$ cat src/rtl/mips_pkg.sv
// Shared MIPS core definitions: memory access size codes and the MEM-stage state type.
package mips_pkg;

  localparam logic [1:0] MEM_BYTE = 2'b00;
  localparam logic [1:0] MEM_HALF = 2'b01;
  localparam logic [1:0] MEM_WORD = 2'b10;

  typedef enum logic [1:0] {
    ST_IDLE = 2'b00,
    ST_REQ  = 2'b01,
    ST_DONE = 2'b10
  } mem_state_t;

  // The illegal size code 2'b11 is handled like a word access.
  function automatic logic is_misaligned(input logic [1:0] size, input logic [1:0] addr_lo);
    logic mis;
    case (size)
      MEM_BYTE: mis = 1'b0;
      MEM_HALF: mis = addr_lo[0];
      default:  mis = (addr_lo != 2'b00);
    endcase
    return mis;
  endfunction

endpackage

$ cat src/rtl/load_align.sv
// Picks the addressed byte/half/word out of a read word and zero- or sign-extends it.
module load_align (
  input  logic [31:0] rdata,
  input  logic [1:0]  addr_lo,
  input  logic [1:0]  size,
  input  logic        sign_ext,
  output logic [31:0] result
);
  import mips_pkg::*;

  logic [7:0]  byte_val;
  logic [15:0] half_val;

  always_comb begin
    byte_val = rdata[{addr_lo, 3'b000} +: 8];
    half_val = addr_lo[1] ? rdata[31:16] : rdata[15:0];
    case (size)
      MEM_BYTE: result = {{24{sign_ext & byte_val[7]}}, byte_val};
      MEM_HALF: result = {{16{sign_ext & half_val[15]}}, half_val};
      default:  result = rdata;
    endcase
  end

endmodule

$ cat src/rtl/mem_stage.sv
// MEM stage: runs loads/stores over a req/ack data port, stalls upstream while
// an access is outstanding and registers the result into the MEM/WB boundary.
module mem_stage #(
  parameter int unsigned TIMEOUT = 16
) (
  input  logic        clk,
  input  logic        rst,
  input  logic        mem_regWriteEn,
  input  logic [4:0]  mem_regWriteAddr,
  input  logic [31:0] mem_regWriteData,
  input  logic        mem_memRead,
  input  logic        mem_memWrite,
  input  logic [1:0]  mem_memSize,
  input  logic        mem_memSigned,
  input  logic [31:0] mem_storeData,
  output logic        dmem_req,
  output logic        dmem_we,
  output logic [31:0] dmem_addr,
  output logic [3:0]  dmem_be,
  output logic [31:0] dmem_wdata,
  input  logic        dmem_ack,
  input  logic [31:0] dmem_rdata,
  output logic        mem_stall,
  output logic        wb_regWriteEn,
  output logic [4:0]  wb_regWriteAddr,
  output logic [31:0] wb_regWriteData,
  output logic        mem_misalign,
  output logic        mem_buserr
);
  import mips_pkg::*;

  localparam int CNT_W = (TIMEOUT < 2) ? 1 : $clog2(TIMEOUT + 1);
  localparam logic [CNT_W-1:0] CNT_LAST = CNT_W'(TIMEOUT - 1);

  mem_state_t       state_q, state_d;
  logic [CNT_W-1:0] cnt_q, cnt_d;
  logic [31:0]      rdata_q, rdata_d;
  logic             wb_en_q, wb_en_d;
  logic [4:0]       wb_addr_q, wb_addr_d;
  logic [31:0]      wb_data_q, wb_data_d;
  logic             misalign_q, misalign_d;
  logic             buserr_q, buserr_d;

  logic        mem_op;
  logic        misaligned;
  logic        timeout_hit;
  logic [1:0]  a_lo;
  logic [31:0] load_result;

  assign a_lo        = mem_regWriteData[1:0];
  assign mem_op      = mem_memRead | mem_memWrite;
  assign misaligned  = is_misaligned(mem_memSize, a_lo);
  assign timeout_hit = (TIMEOUT != 0) && (cnt_q == CNT_LAST) && !dmem_ack;

  load_align u_load_align (
    .rdata    (rdata_q),
    .addr_lo  (a_lo),
    .size     (mem_memSize),
    .sign_ext (mem_memSigned),
    .result   (load_result)
  );

  // The abort cycle already releases the stall so upstream moves on with the bus error.
  assign dmem_req  = !rst && (state_q == ST_REQ);
  assign mem_stall = !rst && (((state_q == ST_IDLE) && mem_op && !misaligned) ||
                              ((state_q == ST_REQ) && !timeout_hit));
  assign dmem_we   = dmem_req & mem_memWrite;
  assign dmem_addr = {mem_regWriteData[31:2], 2'b00};

  always_comb begin
    dmem_be    = 4'b1111;
    dmem_wdata = mem_storeData;
    case (mem_memSize)
      MEM_BYTE: begin
        dmem_be    = 4'b0001 << a_lo;
        dmem_wdata = {4{mem_storeData[7:0]}};
      end
      MEM_HALF: begin
        dmem_be    = a_lo[1] ? 4'b1100 : 4'b0011;
        dmem_wdata = {2{mem_storeData[15:0]}};
      end
      default: ;
    endcase
  end

  always_comb begin
    state_d    = state_q;
    cnt_d      = cnt_q;
    rdata_d    = rdata_q;
    wb_en_d    = wb_en_q;
    wb_addr_d  = wb_addr_q;
    wb_data_d  = wb_data_q;
    misalign_d = 1'b0;
    buserr_d   = 1'b0;
    case (state_q)
      ST_IDLE: begin
        if (!mem_op) begin
          wb_en_d   = mem_regWriteEn;
          wb_addr_d = mem_regWriteAddr;
          wb_data_d = mem_regWriteData;
        end else if (misaligned) begin
          wb_en_d    = 1'b0;
          misalign_d = 1'b1;
        end else begin
          // Bubble into writeback while the access is in flight.
          wb_en_d = 1'b0;
          cnt_d   = '0;
          state_d = ST_REQ;
        end
      end
      ST_REQ: begin
        wb_en_d = 1'b0;
        if (dmem_ack) begin
          rdata_d = dmem_rdata;
          state_d = ST_DONE;
        end else if (timeout_hit) begin
          buserr_d = 1'b1;
          state_d  = ST_IDLE;
        end else if (cnt_q != '1) begin
          cnt_d = cnt_q + CNT_W'(1);
        end
      end
      ST_DONE: begin
        wb_en_d   = mem_regWriteEn;
        wb_addr_d = mem_regWriteAddr;
        wb_data_d = mem_memRead ? load_result : mem_regWriteData;
        state_d   = ST_IDLE;
      end
      default: state_d = ST_IDLE;
    endcase
  end

  always_ff @(posedge clk) begin
    if (rst) begin
      state_q    <= ST_IDLE;
      cnt_q      <= '0;
      rdata_q    <= '0;
      wb_en_q    <= 1'b0;
      wb_addr_q  <= '0;
      wb_data_q  <= '0;
      misalign_q <= 1'b0;
      buserr_q   <= 1'b0;
    end else begin
      state_q    <= state_d;
      cnt_q      <= cnt_d;
      rdata_q    <= rdata_d;
      wb_en_q    <= wb_en_d;
      wb_addr_q  <= wb_addr_d;
      wb_data_q  <= wb_data_d;
      misalign_q <= misalign_d;
      buserr_q   <= buserr_d;
    end
  end

  assign wb_regWriteEn   = wb_en_q;
  assign wb_regWriteAddr = wb_addr_q;
  assign wb_regWriteData = wb_data_q;
  assign mem_misalign    = misalign_q;
  assign mem_buserr      = buserr_q;

endmodule

$ cat config.mk
export PLATFORM = sky130hd
export DESIGN_NAME = mem_stage
export DESIGN_NICKNAME = d
export VERILOG_FILES = /design/src/rtl/mips_pkg.sv /design/src/rtl/load_align.sv /design/src/rtl/mem_stage.sv
export SDC_FILE = /design/constraint.sdc
export NUM_CORES = 1
export LEC_CHECK = 0
export CORE_ASPECT_RATIO = 1.25
export CORE_MARGIN = 2
export CORE_UTILIZATION = 45
export DETAILED_ROUTE_END_ITERATION = 16
export PLACE_DENSITY = 0.87
export SKIP_CTS_REPAIR_TIMING = 1
export SYNTH_ARGS = -nofsm -noshare
export SYNTH_HDL_FRONTEND = slang
export SYNTH_SLANG_ARGS = --single-unit
$ cat constraint.sdc
create_clock -name clk -period 6 [get_ports clk]
set_input_delay 0.9 -clock clk [delete_from_list [all_inputs] [get_ports clk]]
set_output_delay 0.9 -clock clk [all_outputs]
set_load 0.005 [all_outputs]
==> results of run 1 <==
## Yosys cell counts, types with 3 or more instances
| library cell | count |
|---|---|
| nor2_1 | 28 |
| a21oi_1 | 66 |
| a211oi_1 | 3 |
| a22o_1 | 7 |
| dfxtp_1 | 79 |
| nor3_1 | 9 |
| a2111oi_0 | 10 |
| buf_4 | 40 |
| a32o_1 | 8 |
| inv_1 | 16 |
| and3_1 | 4 |
| nand2b_1 | 3 |
| nand3b_1 | 5 |
| o31ai_1 | 4 |
| and2_1 | 7 |
| o22ai_1 | 13 |
| nor2b_1 | 5 |
| o21ai_0 | 22 |
| mux2_2 | 17 |
| a21o_1 | 3 |
| nand3_1 | 3 |
| ha_1 | 7 |
| nand2_1 | 129 |
| or2_2 | 3 |
| o2111ai_1 | 3 |
| o211ai_1 | 5 |
| o31a_1 | 3 |
| buf_2 | 11 |
| clkbuf_1 | 27 |
| o211a_1 | 9 |
| buf_1 | 3 |
| mux2i_1 | 11 |
## routing by layer
layer  global-route usage [%]  routed length, um  vias up
met2                     48.5               8060      284
met1                     32.0               5890     2389
li1                         -                  -     2402
met3                     4.59               1310       37
met4                     8.88                469        0
met5                        0                  0        -
## worst max-delay path, cell delays in order
cell and delay (ns):
clkdlybuf4s50_1 0.72, buf_4 0.36, nand2b_1 0.27, a21oi_1 0.43, inv_1 0.14, clkdlybuf4s50_1 0.50
## final cells by class
type	instances	area, um^2
clock inverters	5	81.3
repair buffers	223	2210
inverters	16	60.1
multi-input cells	425	2570
flip-flops and latches	79	1580
fillers	819	3210
clock buffers	11	233
well taps	129	161
## worst max path at each step
stage | from | slack (ns) | endpoint
after floorplan | mem_memSize[1] | 3.21 | dmem_be[1]
after global placement | mem_memSize[0] | 1.86 | dmem_be[0]
after detailed placement | mem_memSize[0] | 1.80 | dmem_be[0]
after CTS | mem_memSize[0] | 1.80 | dmem_be[0]
after global routing | mem_memSize[0] | 1.66 | dmem_be[0]
final | mem_memSize[0] | 1.77 | dmem_be[0]
## logic make-up (layout without fill, tap and decap cells)
group | after synthesis | in the layout
AO/OA/AOI/OAI | 177 | 177
adder cells (fa/ha/maj) | 7 | 7
buffers and inverters | 100 | 255
flip-flops | 79 | 79
multiplexers | 30 | 30
other | 1 | 2
AND/OR/NAND/NOR | 209 | 209
## registers in the layout, summed over array words and instances, names as in the netlist
name / cells
rdata_q: 32
wb_regWriteEn: 1
wb_regWriteAddr: 5
mem_misalign: 1
cnt_q: 5
mem_buserr: 1
wb_regWriteData: 32
state_q: 2
## where the power goes
part	switching, mW	total (mW)	internal, mW
clock	0.213	0.578	0.365
sequential	0.0219	0.575	0.553
combinational	0.152	0.352	0.200
total	0.387	1.51	1.12
## through the flow
step                      area, um^2  power [mW]  hold slack (ns)  setup WS (ns)  utilization, %
after detailed placement        6580       0.935            0.445           1.80            65.1
after global placement          6580       0.926            0.436           1.86            65.1
after floorplan                 4700       0.745            0.436           3.21               -
after CTS                       6890        1.51            0.453           1.80            68.2
after global routing            6890        1.56            0.480           1.66            68.2
final                           6890        1.51            0.452           1.77            68.2
==> impl_metrics.ini, run 1 <==
[timing]
worst_pin_slew_ns = 1.20
relSlewSlack_pct = 19.8
finalHoldViolations = 0
slew_violations = 0
skew_ns = 0.00611
max_freq_mhz = 237
finalCritPeriodShare_pct = 70.5
totalNegativeSetupSlack_ns = 0
timing.final.setup_violations = 0
rsz0062_at_grt = no
fin_crit_ns = 4.23

[global_route]
antenna_found_initial = 0
grt_max_degree = 72
grtUsageTotal_pct = 27.1
grt_pass1_vias = 4960
overflow = 0
grt_pass1_wl_mm = 24.3

[worst_setup_path]
r2r_end = wb_regWriteData[21]$_SDFFE_PP0P_
r2r_start = state_q[1]$_SDFFE_PP0P_
crit_fanout = 21
ff2ff_path_depth = 7
path_class = primary input to primary output
endpoint_kind = primary output
worstPathArrival_ns = 3.33
ff2ff_setup_slack_ns = 3.06
required_ns = 5.10
cp-start-kind = primary input

[final_layout]
diodes = 0
final_common_cell = clkdlybuf4s50_1
nets = 871
final_cell_mix = 216 x clkdlybuf4s50_1, 129 x nand2_1, 79 x dfxtp_1
final_cells = 888
area_delta_synth_final_pct = 46.9
drive_above_1_share_pct = 6.59

[logic_synthesis]
yosys-top-cells-area = dfxtp_1 34%, nand2_1 10%, a21oi_1 7.0%, buf_4 6.4%, mux2_2 4.1%
synth_simple_gate_area_share_pct = 19.9
synth_compound_area_share_pct = 25.4
ys_types = 61
synthCells = 603
synth_top_area_share_pct = 33.7
async_reset_ff_share_pct = 0
synth.cell_area_um2 = 4690
synthFlopType = dfxtp_1
synth.area.mux_share_pct = 7.22
synth_top_family_by_area = compound AO/OA/AOI/OAI gates
yosysSeqAreaShare_pct = 33.7
synth_fa_ha_area_share_pct = 1.87
yosysTopAreaCell = dfxtp_1
syn_area_per_cell_um2 = 7.78
synth_edf_count = 0
synth-xor-area-share_pct = 0
ys_ff_latch = 79
yosys_warnings = 0

[clocking]
clk_pin_slew_ns = 0.06
htreeDepth = 3
numCtsBuffers = 9
cts_root_buffer = clkbuf_16
clock_latency_ns = 0.33
cts_tree = done
cts_sinks = 79
ctsLongestPathBuffers = 2

[floorplanning]
rows = 41
initial_core_util_pct = 46.4
io_pins = 221
die_y_um = 118
core_area_um2 = 10100
die-area_um2 = 11300
dieWidth_um = 95.3

[min_path]
hp-class = flop to flop
min_to = wb_regWriteAddr[3]$_SDFFE_PP0P_
holdCritStartpoint = wb_regWriteAddr[3]$_SDFFE_PP0P_
hold_path_depth = 2

[placement]
globalplace.congestion = 0.929
numPortBuffers = 218
post-place-cells = 872
hpwlAfterDp_mm = 11.9

[run_status]
status = finished, final reports clean

[route]
vias_per_cell = 5.76
drt_iter0_drc = 457
firstDrtPassIters = 5
vias = 5112
ant_nets = 0
drc_errors = 0
post_drt_wl_per_cell_um = 17.7
wirelength_mm = 15.7

[power_and_ir_drop]
peakVddDrop_mv = 0.143
power_density_nw_per_um2 = 218
leakage_nw = 2.54

[run]
cap_violations = 0
No activity file was read; power rests on OpenSTA's default activity.
==> run 2: changes to the inputs <==
--- a/config.mk
+++ b/config.mk
@@ -7,9 +7,9 @@
 export LEC_CHECK = 0
 export CORE_ASPECT_RATIO = 1.25
 export CORE_MARGIN = 2
-export CORE_UTILIZATION = 45
+export CORE_UTILIZATION = 42
 export DETAILED_ROUTE_END_ITERATION = 16
-export PLACE_DENSITY = 0.87
+export PLACE_DENSITY = 0.82
 export SKIP_CTS_REPAIR_TIMING = 1
 export SYNTH_ARGS = -nofsm -noshare
 export SYNTH_HDL_FRONTEND = slang
==> constraint.sdc (replaced) <==
create_clock -name clk -period 4 [get_ports clk]
set_input_delay 0.6 -clock clk [delete_from_list [all_inputs] [get_ports clk]]
set_output_delay 0.6 -clock clk [all_outputs]
set_load 0.005 [all_outputs]
==> run 2 against run 1 <==
First-iteration DRC count rose by 4.8%. Total power rose by 55%. Worst hold slack better by 0.00059 ns. Worst setup slack worse by 1.1 ns. Combinational power increased by 52%. Critical path depth down 1. Critical endpoint unchanged. Sequential power is 50% higher. Sequential share of layout area down 0.32 points.
==> impl_metrics.ini, run 2 (synthesis results as in run 1) <==
[worst_setup_path]
required_ns = 3.40
crit_fanout = 7
cp-start-kind = primary input
path_class = primary input to primary output
worstPathArrival_ns = 2.73
crit_start = mem_memSize[0]
endpoint_kind = primary output
r2r_start = state_q[0]$_SDFFE_PP0P_

[final_layout]
final_cell_mix = 216 x clkdlybuf4s50_1, 129 x nand2_1, 79 x dfxtp_1
final_common_cell = clkdlybuf4s50_1
drive_above_1_share_pct = 7.69
nets = 879
area_delta_synth_final_pct = 49.0
diodes = 0

[clocking]
cts_root_buffer = clkbuf_16
clock_latency_ns = 0.34
numCtsBuffers = 9
htreeDepth = 3
cts_tree = done
ctsLongestPathBuffers = 2
clk_pin_slew_ns = 0.06
cts_sinks = 79

[min_path]
holdCritStartpoint = wb_regWriteAddr[2]$_SDFFE_PP0P_
hp-class = flop to flop

[placement]
pre_cts_ws_ns = 0.715
hpwlAfterDp_mm = 12.2
globalplace.congestion = 0.898
numPortBuffers = 218

[global_route]
grtUsageTotal_pct = 25.5
overflow = 0
grt_max_degree = 47
grt_pass1_vias = 4930
grt_pass1_wl_mm = 24.7
antenna_found_initial = 0

[floorplanning]
core_area_um2 = 11000
dieWidth_um = 98.6
die-area_um2 = 12000
initial_core_util_pct = 42.8
rows = 43
die_y_um = 122
io_pins = 221

[route]
drt_iter0_drc = 479
vias_per_cell = 5.68
ant_nets = 0
drc_errors = 0
wirelength_mm = 16.2
firstDrtPassIters = 5
post_drt_wl_per_cell_um = 17.9
vias = 5125

[timing]
totalNegativeSetupSlack_ns = 0
setup_slack_ns = 0.674
finalCritPeriodShare_pct = 83.1
slew_violations = 0
rsz0062_at_grt = no
fin_crit_ns = 3.33
max_freq_mhz = 301
timing.final.setup_violations = 0
finalHoldViolations = 0
relSlewSlack_pct = 28.7
skew_ns = 0.00329
worst_pin_slew_ns = 1.07

[power_and_ir_drop]
power_density_nw_per_um2 = 333
peakVddDrop_mv = 0.177
power_mw = 2.33
leakage_nw = 2.60

[run]
cap_violations = 0

[run_status]
status = finished, final reports clean
[run 2: changes by cell type in the layout (fill, tap and decap cells not counted)]
cell / delta
clkbuf_1: -1
inv_6: -1
clkinv_2: -1
buf_4: +8
clkbuf_8: +4
clkinvlp_4: -1
[run 2: routing by layer]
metal / share of wire [%] / vias up / GRT usage, %
met2: 50 / 292 / 45.8
li1: - / 2421 / -
met3: 8.9 / 38 / 5.85
met4: 3.1 / 0 / 11.1
met5: 0 / - / 0
met1: 38 / 2374 / 28.6
[run 2: path summary, 6_finish.rpt]
kind              slack, ns                               to  depth (start not counted)
setup / recovery       0.67                       dmem_be[0]                          5
hold / removal         0.45  wb_regWriteAddr[2]$_SDFFE_PP0P_                          2
setup reg to reg       1.29  wb_regWriteData[7]$_SDFFE_PP0P_                          6
hold reg to reg        0.45  wb_regWriteAddr[2]$_SDFFE_PP0P_                          2
[run 2: layout make-up]
cell class	count	area (um^2)
Clock buffer	14	284
Tap cell	135	169
Inverter	16	60.1
Clock inverter	2	60.1
Multi-Input combinational cell	425	2570
Sequential cell	79	1580
Timing Repair Buffer	231	2270
Fill cell	951	3980
[run 2: power by group]
| part | total (mW) | switching (mW) | leakage [nW] | internal, mW |
|---|---|---|---|---|
| clock | 0.933 | 0.318 | 0.169 | 0.615 |
| sequential | 0.863 | 0.0330 | 0.643 | 0.830 |
| combinational | 0.535 | 0.231 | 1.78 | 0.304 |
| total | 2.33 | 0.583 | 2.60 | 1.75 |
[run 2: worst max-delay path, stage by stage]
cell             delay (ns)
clkdlybuf4s50_1        0.64
nand2b_1               0.40
a21oi_1                0.42
inv_1                  0.15
clkdlybuf4s50_1        0.52
[run 2: stage by stage]
step           hold WS, ns  instance area [um^2]  instances  utilization, %
3_5_place_dp         0.446                  6650        886            60.6
6_report             0.452                  6990        902            63.7
5_1_grt              0.473                  6990        902            63.7
4_1_cts              0.456                  6990        902            63.7
2_1_floorplan        0.436                  4700        604               -
3_3_place_gp         0.439                  6650        886            60.6
==> run 3: changes to the inputs <==
--- a/config.mk
+++ b/config.mk
@@ -7,9 +7,9 @@
 export LEC_CHECK = 0
 export CORE_ASPECT_RATIO = 1.25
 export CORE_MARGIN = 2
-export CORE_UTILIZATION = 42
+export CORE_UTILIZATION = 38
 export DETAILED_ROUTE_END_ITERATION = 16
-export PLACE_DENSITY = 0.82
+export PLACE_DENSITY = 0.78
 export SKIP_CTS_REPAIR_TIMING = 1
 export SYNTH_ARGS = -nofsm -noshare
 export SYNTH_HDL_FRONTEND = slang
==> constraint.sdc (replaced) <==
create_clock -name clk -period 2.85 [get_ports clk]
set_input_delay 0.4275 -clock clk [delete_from_list [all_inputs] [get_ports clk]]
set_output_delay 0.4275 -clock clk [all_outputs]
set_load 0.005 [all_outputs]
==> run 3 against run 2 <==
Clock skew grew 0.0029 ns. Worst hold slack gained 0.00088 ns. Wire length is essentially flat. Count of clock-buffer cells in the layout shrank 1. Critical path depth grew 1. First-iteration DRC count shrank 53%. Critical endpoint is now mem_stall.
==> impl_metrics.ini, run 3 (synthesis results as in run 1) <==
[timing]
relSlewSlack_pct = 55.9
fin_crit_ns = 2.74
timing.final.setup_violations = 0
max_freq_mhz = 365
skew_ns = 0.00620
slew_violations = 0
rsz0062_at_grt = no
finalCritPeriodShare_pct = 96.0
totalNegativeSetupSlack_ns = 0
finalHoldViolations = 0
worst_pin_slew_ns = 0.645

[power_and_ir_drop]
peakVddDrop_mv = 0.279
power_mw = 3.30
leakage_nw = 2.66
power_density_nw_per_um2 = 463

[global_route]
overflow = 0
grtUsageTotal_pct = 23.5
grt_pass1_wl_mm = 24.3
grtUsageMet3_pct = 4.74
grtUsageMet2_pct = 41.0
grt_util_met1_pct = 26.3
busiest_layer = met2
antenna_found_initial = 0
grt_max_degree = 37
grt_pass1_vias = 5066

[floorplanning]
io_pins = 221
die-area_um2 = 13300
dieWidth_um = 103
core_area_um2 = 12100
die_y_um = 128
rows = 45
initial_core_util_pct = 38.8

[placement]
post-place-cells = 928
globalplace.congestion = 0.928
hpwlAfterDp_mm = 12.5
dpl_cell_area_um2 = 6790
numPortBuffers = 218

[worst_setup_path]
path_class = flop to primary output
crit_slowest_cell = clkdlybuf4s50_1
cp_common_cell = inv_1
required_ns = 2.42
ff2ff_path_depth = 7
crit_fanout = 8
endpoint_kind = primary output
worstPathArrival_ns = 2.31
crit_chain = inv_1, ha_1, inv_1, o41a_1, nor2_1, clkdlybuf4s50_1
cp-start-kind = flop
critPathMaxStageDelay_ns = 0.52

[clocking]
clock_latency_ns = 0.34
ctsLongestPathBuffers = 2
cts_tree = done
cts_sinks = 79
clk_pin_slew_ns = 0.06
cts_root_buffer = clkbuf_16
numCtsBuffers = 9
htreeDepth = 3

[route]
drt_iter0_drc = 227
wirelength_mm = 16.1
drc_errors = 0
ant_nets = 0
firstDrtPassIters = 5
vias_per_cell = 5.48
vias = 5171
post_drt_wl_per_cell_um = 17.1

[final_layout]
nets = 892
final_cell_mix = 216 x clkdlybuf4s50_1, 129 x nand2_1, 79 x dfxtp_1
finalInstanceArea_um2 = 7140
diodes = 0
final_cells = 944
area_delta_synth_final_pct = 52.1
drive_above_1_share_pct = 8.97
final_common_cell = clkdlybuf4s50_1

[min_path]
hp-class = flop to flop
hold_path_depth = 2

[run]
cap_violations = 0

[run_status]
status = finished, final reports clean
==> run 3: worst paths after layout <==
kind / startpoint / slack (ns) / endpoint
setup / recovery: state_q[0]$_SDFFE_PP0P_ / 0.11 / mem_stall
hold / removal: wb_regWriteAddr[1]$_SDFFE_PP0P_ / 0.45 / wb_regWriteAddr[1]$_SDFFE_PP0P_
setup reg to reg: cnt_q[0]$_SDFFE_PP0P_ / 0.46 / cnt_q[4]$_SDFFE_PP0P_
hold reg to reg: wb_regWriteAddr[1]$_SDFFE_PP0P_ / 0.45 / wb_regWriteAddr[1]$_SDFFE_PP0P_
==> run 3: cell type report <==
class | count | area (um^2)
fill | 1021 | 4970
multi-input combinational | 425 | 2570
timing repair buffer | 244 | 2380
sequential | 79 | 1580
clock buffer | 13 | 250
tap | 164 | 205
clock inverter | 3 | 90.1
inverter | 16 | 60.1
==> run 3: worst max-delay path: cells and delay by family, from the launching register on <==
family / cells / cell delay, ns
fa+ha+maj: 1 / 0.33
compound gates: 1 / 0.44
buf+inv: 3 / 0.77
simple gates: 1 / 0.11
flops: 1 / 0.33
==> run 3: layer usage <==
layer | vias up | wire length [um] | part of all wire (%)
li1 | 2451 | - | -
met1 | 2377 | 6140 | 38
met2 | 290 | 7970 | 49
met3 | 53 | 1350 | 8.4
met4 | 0 | 689 | 4.3
met5 | - | 0 | 0
==> run 3: where the power goes <==
| group | internal (mW) | total (mW) | switching [mW] |
|---|---|---|---|
| Sequential | 1.16 | 1.21 | 0.0458 |
| Clock | 0.881 | 1.33 | 0.446 |
| Combinational | 0.441 | 0.766 | 0.325 |
| Total | 2.49 | 3.30 | 0.817 |
==> run 3: per-stage QoR <==
step	util, %	setup WS (ns)	hold slack (ns)
4_1_cts	58.9	0.113	0.456
3_3_place_gp	56.1	0.0998	0.441
6_report	59.0	0.113	0.453
3_5_place_dp	56.1	0.0425	0.440
2_1_floorplan	-	0.802	0.436
5_1_grt	59.0	0.00183	0.467
